`config.mk`:
```
export PLATFORM = sky130hd
export DESIGN_NAME = d_cache_axi_bridge
export DESIGN_NICKNAME = d
export VERILOG_FILES = /design/src/rtl/d_cache_axi_bridge.sv
export SDC_FILE = /design/constraint.sdc
export NUM_CORES = 1
export LEC_CHECK = 0
export CAP_MARGIN = 20
export CORE_MARGIN = 3
export CORE_UTILIZATION = 37
export DETAILED_ROUTE_END_ITERATION = 12
export GPL_ROUTABILITY_DRIVEN = 0
export PLACE_DENSITY = 0.81
export SLEW_MARGIN = 20
export SYNTH_ARGS = -nofsm -noshare
export SYNTH_HDL_FRONTEND = slang
export SYNTH_SLANG_ARGS = --single-unit
```
`constraint.sdc`:
```
create_clock -name clk -period 2.2 [get_ports clk]
set_clock_uncertainty 0.15 [all_clocks]
set_input_delay 0.33 -clock clk [delete_from_list [all_inputs] [get_ports clk]]
set_output_delay 0.33 -clock clk [all_outputs]
set_load 0.005 [all_outputs]
```
`src/rtl/d_cache_axi_bridge.sv`:
```
// d_cache_axi_bridge: turns the data cache's req/addr_ok/data_ok miss and
// writeback port into single-beat AXI4 reads and writes, one at a time.
module d_cache_axi_bridge #(
  parameter int ADDR_WIDTH = 32
) (
  input  logic                  clk,
  input  logic                  rst,
  // cache side
  input  logic                  req,
  input  logic                  wr,
  input  logic [1:0]            size,
  input  logic [ADDR_WIDTH-1:0] addr,
  input  logic [31:0]           wdata,
  output logic [31:0]           rdata,
  output logic                  addr_ok,
  output logic                  data_ok,
  output logic                  bus_err,
  // AXI read address
  output logic [ADDR_WIDTH-1:0] araddr,
  output logic [7:0]            arlen,
  output logic [2:0]            arsize,
  output logic [1:0]            arburst,
  output logic                  arvalid,
  input  logic                  arready,
  // AXI read data
  input  logic [31:0]           rdata_axi,
  input  logic [1:0]            rresp,
  input  logic                  rlast,
  input  logic                  rvalid,
  output logic                  rready,
  // AXI write address
  output logic [ADDR_WIDTH-1:0] awaddr,
  output logic [7:0]            awlen,
  output logic [2:0]            awsize,
  output logic [1:0]            awburst,
  output logic                  awvalid,
  input  logic                  awready,
  // AXI write data
  output logic [31:0]           wdata_axi,
  output logic [3:0]            wstrb,
  output logic                  wlast,
  output logic                  wvalid,
  input  logic                  wready,
  // AXI write response
  input  logic [1:0]            bresp,
  input  logic                  bvalid,
  output logic                  bready
);

  typedef enum logic [2:0] {S_IDLE, S_AR, S_R, S_AW, S_B, S_DONE} state_t;

  state_t state_reg, state_next;
  logic err_reg, err_next;
  logic aw_done_reg, aw_done_next;
  logic w_done_reg, w_done_next;
  logic accept;
  logic [3:0] strb_calc;

  logic [ADDR_WIDTH-1:0] addr_reg;
  logic [1:0]  size_reg;
  logic [31:0] wdata_reg, rdata_reg;
  logic [3:0]  wstrb_reg;
  logic arvalid_reg, rready_reg, awvalid_reg, wvalid_reg, bready_reg;
  logic data_ok_reg, bus_err_reg;

  // Single-beat transfers only, so the last flag carries no information.
  logic rlast_unused;
  assign rlast_unused = rlast;

  assign accept  = req & (state_reg == S_IDLE);
  assign addr_ok = accept;

  assign araddr    = addr_reg;
  assign awaddr    = addr_reg;
  assign arsize    = {1'b0, size_reg};
  assign awsize    = {1'b0, size_reg};
  assign arlen     = 8'd0;
  assign awlen     = 8'd0;
  assign arburst   = 2'b01;
  assign awburst   = 2'b01;
  assign arvalid   = arvalid_reg;
  assign rready    = rready_reg;
  assign awvalid   = awvalid_reg;
  assign wvalid    = wvalid_reg;
  assign wlast     = wvalid_reg;
  assign bready    = bready_reg;
  assign wdata_axi = wdata_reg;
  assign wstrb     = wstrb_reg;
  assign rdata     = rdata_reg;
  assign data_ok   = data_ok_reg;
  assign bus_err   = bus_err_reg;

  // Byte-lane strobe from the incoming request; data is already lane-aligned.
  always_comb begin
    strb_calc = 4'b1111;
    case (size)
      2'd0:    strb_calc = 4'b0001 << addr[1:0];
      2'd1:    strb_calc = addr[1] ? 4'b1100 : 4'b0011;
      default: strb_calc = 4'b1111;
    endcase
  end

  // Next state, error flag and AW/W completion tracking.
  always_comb begin
    state_next   = state_reg;
    err_next     = err_reg;
    aw_done_next = aw_done_reg;
    w_done_next  = w_done_reg;
    case (state_reg)
      S_IDLE: begin
        if (accept) begin
          state_next   = wr ? S_AW : S_AR;
          err_next     = 1'b0;
          aw_done_next = 1'b0;
          w_done_next  = 1'b0;
        end
      end
      S_AR: if (arvalid_reg && arready) state_next = S_R;
      S_R: begin
        if (rvalid && rready_reg) begin
          if (rresp != 2'b00) err_next = 1'b1;
          state_next = S_DONE;
        end
      end
      S_AW: begin
        if (awvalid_reg && awready) aw_done_next = 1'b1;
        if (wvalid_reg && wready)   w_done_next  = 1'b1;
        if (aw_done_next && w_done_next) state_next = S_B;
      end
      S_B: begin
        if (bvalid && bready_reg) begin
          if (bresp != 2'b00) err_next = 1'b1;
          state_next = S_DONE;
        end
      end
      S_DONE:  state_next = S_IDLE;
      default: state_next = S_IDLE;
    endcase
  end

  // State register and transaction bookkeeping flags.
  always_ff @(posedge clk) begin
    if (rst) begin
      state_reg   <= S_IDLE;
      err_reg     <= 1'b0;
      aw_done_reg <= 1'b0;
      w_done_reg  <= 1'b0;
    end else begin
      state_reg   <= state_next;
      err_reg     <= err_next;
      aw_done_reg <= aw_done_next;
      w_done_reg  <= w_done_next;
    end
  end

  // Registered AXI handshakes, completion pulse and latched request fields.
  always_ff @(posedge clk) begin
    if (rst) begin
      arvalid_reg <= 1'b0;
      rready_reg  <= 1'b0;
      awvalid_reg <= 1'b0;
      wvalid_reg  <= 1'b0;
      bready_reg  <= 1'b0;
      data_ok_reg <= 1'b0;
      bus_err_reg <= 1'b0;
      addr_reg    <= '0;
      size_reg    <= 2'd0;
      wdata_reg   <= 32'd0;
      wstrb_reg   <= 4'd0;
      rdata_reg   <= 32'd0;
    end else begin
      arvalid_reg <= (state_next == S_AR);
      rready_reg  <= (state_next == S_R);
      awvalid_reg <= (state_next == S_AW) && !aw_done_next;
      wvalid_reg  <= (state_next == S_AW) && !w_done_next;
      bready_reg  <= (state_next == S_B);
      data_ok_reg <= (state_next == S_DONE);
      bus_err_reg <= (state_next == S_DONE) && err_next;
      if (accept) begin
        addr_reg  <= addr;
        size_reg  <= size;
        wdata_reg <= wdata;
        wstrb_reg <= strb_calc;
      end
      if (state_reg == S_R && rvalid && rready_reg) rdata_reg <= rdata_axi;
    end
  end

endmodule

```
Yosys cells after proc, flatten, opt, wreduce, memory -nomap -nowiden. Index checks and enable logic that the tools add are counted. Widths: inputs -> output; s select.

Equal/unequal tests: 10. Reduce and logical (&&, ||, !) cells: 17. Shift-type cells: 1. Mux-type cells: 23. Bitwise gates (word level): 1.

Operator list (number): $mux 3 (5); $pmux 3 s5 (1); $eq 3x2->1 const B (4); $logic_and 1x1->1 (11); $mux 1 (11); $eq 3x3->1 const B (3); $pmux 4 s2 (1); $eq 3x1->1 const B (2); $mux 4 (1); $pmux 1 s2 (2); $reduce_bool 2->1 (2); $shl 1x2->4 const A (1); $logic_not 3->1 (1); $pmux 1 s3 (1); $eq 2x1->1 const B (1); $logic_not 1->1 (2); $logic_not 2->1 (1); $mux 2 (1); $and 1x1->1 (1).

Word-level logic and storage cells: 68. Output and inout bits: 167. Input port bits: 112. Flip-flop bits (word level): 115.

Depth between registers and ports, before layout.
Word-level depth: 8. Depth in mapped cells: 7. Depth with buffers taken out: 6.

Least setup slack after synthesis. OpenSTA, ideal clock, no wires.

Path kind: reg2reg. From: register state_reg[2]. To: register awvalid_reg (netlist: awvalid). Data required time: 1919 ps. Cell stages (with the launch flop): 7. Data arrival time: 1297 ps. Library setup time: 131 ps. Slack: 622 ps. Clock period less this slack: 1578 ps. Buffers on the path: 0. Cell sequence: dfxtp_1 -> nor2_1 -> nand3b_1 -> inv_2 -> a22o_1 -> o31ai_2 -> nor3_1.

Longest elaborated chain between the ends: 6. Elaborated cells on any way between the ends: 17. Those cells by class: eq/ne: 5; mux: 8; bitwise: 1; reduce/logical: 3.

RTL lines: start, declared (RTL line 52) `state_t state_reg, state_next;`; start signal, assigned (RTL line 149) `state_reg <= state_next;`; $logic_not 3->1 (RTL line 70, 109); $and 1x1->1 (RTL line 70) `assign accept = req & (state_reg == S_IDLE);`; $mux 3 / $mux 1 (equally long branches) (RTL line 111) `if (accept) begin`; $pmux 3 s5 / $pmux 1 s2 (equally long branches) (RTL line 109) `case (state_reg)`; $eq 3x2->1 / $logic_not 1->1 (equally long branches) (RTL line 174) `awvalid_reg <= (state_next == S_AW) && !aw_done_next;`; $logic_and 1x1->1 * (RTL line 174); end signal, assigned (RTL line 174); end, declared (RTL line 63) `logic arvalid_reg, rready_reg, awvalid_reg, wvalid_reg, bready_reg;`.

Mark *: on every way between the ends. The rest lies on a longest branch, timed or not. A chain may end at the register's enable or synchronous reset.

Final worst setup path.
From: register state_reg[0]. To: output addr_ok.

Longest elaborated chain between the ends: 2.

RTL lines: $logic_not 3->1 (RTL line 70); $and 1x1->1 (RTL line 70); end, declared (RTL line 15) `output logic addr_ok,`.

Every way passes these cells.

==> flow_summary.toml <==
[setup_path]
start_kind = "flip-flop"
critPathCaptureType = "primary output"
reg2reg_to = "araddr[21]"
slowest_delay_ps = 520
path_cells = "nand3b_1 -> inv_2 -> clkdlybuf4s50_1"
reg2reg_slack_ps = 400
cp-endpoint = "addr_ok"
critPathArrivalTime_ps = 1640
critPathRequiredTime_ps = 1720
worst-path-max-fanout = 8
r2r_cells = 4
slowest_stage = "clkdlybuf4s50_1"
setup.worst_path.start = "state_reg[0]"
crit_type = "reg -> out"
reg2reg_from = "state_reg[0]"

[synth]
yosysMostFrequentCell = "nand2_1"
synth.distinct_cells = 31
ys_seq_area_share_pct = 51.4
syn_area_per_cell_um2 = 7.94
synthTopCellsByCount = "nand2_1, dfxtp_1, a21oi_1, buf_4, clkbuf_1"
ys.flop_type = "dfxtp_1"
async_flop_share_pct = 0
ys_top_cells_by_area = "dfxtp_1, nand2_1, a21oi_1"
syn-cell-area_um2 = 4480
syn_inst = 564
synth_top_area_share_pct = 51.4
yosysTopAreaCell = "dfxtp_1"
ys_warn_count = 0
synth-edff-count = 0
ys_ff_latch = 115

[sta]
worst_slack_ps = 79.3
fmax_ghz = 0.472
worst_pin_slew_ps = 677
slew_headroom_pct = 54.9
setup_tns_ps = 0
finalHoldViolCount = 0
grt_setup_unrepaired = "no"
setup_viol = 0
min_period_ps = 2120
period_share_pct = 96.4
slew_violations = 0

[pwr]
p_leak_nw = 2.75
powerDensity_nw_per_um2 = 821
vdd.ir_drop.worst_mv = 0.465
finalPower_mw = 6.10

[placed_design]
place_area_um2 = 6810
io_buffers = 255
detailed_place_hpwl_um = 10000
pre_cts_ws_ps = 132

[floorplanning]
die_y_um = 116
start_util_pct = 38.6
dieWidth_um = 116
core_um2 = 11600
placementRows = 39
dieArea_um2 = 13500
io_pins = 279

[clocking]
worstSkewPairLatency_ps = 400
ctsHoldBuffers = 0
cts_tree = "done"
cts_sinks = 115
clkTransAtPathRegs_ps = 50
cts_buffers = 17
cts-root-buf = "clkbuf_16"
max-clock-path-buffers = 2
htreeDepth = 4

[drt]
post_drt_wl_per_cell_um = 14.4
vias = 4408
drc = 0
vias_per_cell = 4.73
firstDrtPassIters = 4
routed_wl_um = 13500
drtIter0Drc = 218
detail-route-antenna-nets = 0

[global_routing]
grt_antenna_before_repair = 0
grt_pass1_wl_um = 20400
grt_use_met3_pct = 7.94
grt_usage_pct = 19.1
busiest_layer = "met2"
grt_max_degree = 67
grt_overflow = 0
use_met2_pct = 33.2
grt_pass1_vias = 4223
use_met1_pct = 20.5

[status]
outcome = "finished clean"

[layout]
fin_area_um2 = 7430
drive_above_1_share_pct = 6.34
num_antenna_cells = 0
area_delta_synth_final_pct = 65.9
layout.nets = 890
fill_cells = 981

[worst_hold_path]
hp-class = "in -> reg"

[run]
drv_cap = 0
critical path: cells and delay by family (launching register included):
kind	cells	cell delay, ps
buffers and inverters	2	630
flip-flops	1	390
AND/OR/NAND/NOR	1	230
metal layers:
layer  share of wire (%)  vias up
li1                    -     2175
met1                  37     2017
met2                  51      184
met3                 9.2       32
met4                 2.8        0
met5                   0        -
through the flow:
stage	std cells	hold slack, ps	util (%)
final	932	181	64.0
after global routing	932	180	64.0
after floorplan	584	284	-
after detailed placement	901	296	58.6
after CTS	931	162	63.9
after global placement	901	291	58.6
layout make-up:
cell class	count	area [um2]	share of cell area (%)
Inverter	4	15.0	0.202
Clock inverter	11	160	2.15
Timing Repair Buffer	266	2660	35.8
Tap cell	143	179	2.41
Multi-Input combinational cell	374	1670	22.4
Clock buffer	19	453	6.09
Sequential cell	115	2300	31.0
power by group:
group / switching, mW / internal, mW / total, mW / leakage, nW
Clock: 0.902 / 1.93 / 2.83 / 0.300
Combinational: 0.390 / 0.577 / 0.968 / 1.51
Sequential: 0.0869 / 2.21 / 2.30 / 0.938
logic make-up after synthesis:
kind of cell           share of synthesized area, %
buffers and inverters                          13.2
AO/OA/AOI/OAI                                  14.6
other                                         0.168
AND/OR/NAND/NOR                                20.7
flip-flops                                     51.4
how the worst min path moves through the flow:
stage	start	to	slack, ps	cells past startpoint
2_1_floorplan	err_reg	err_reg	280	1
3_3_place_gp	err_reg	err_reg	290	1
3_5_place_dp	rdata[15]	rdata[15]	300	2
4_1_cts	rst	wstrb[1]	160	2
5_1_grt	rst	wstrb[3]	180	2
6_report	rst	wstrb[1]	180	2
repair_timing:
action                                  CTS  global route
buffers inserted                          0             1
endpoints found under the setup margin    1             1
gates resized for setup                   1             1
cloned                                    0             0
layout by cell type, fill, tap and decap left out, drive strengths merged:
cell type	n
clkinvlp	2
clkdlybuf4s50	254
o31ai	2
a31oi	2
o21ai	5
nor3b	2
nand4	1
nand2	198
a21boi	1
and3	1
nand3b	1
and3b	1
dfxtp	115
nand3	2
nand2b	1
and4bb	1
clkinv	5
buf	12
o22ai	3
conb	22
inv	4
nor2b	1
nor4bb	1
a22o	1
o21a	3
a21oi	105
nor3	7
o211ai	1
clkbuf	19
nor2	12
bufinv	4
No activity file was read; power rests on OpenSTA's default activity.
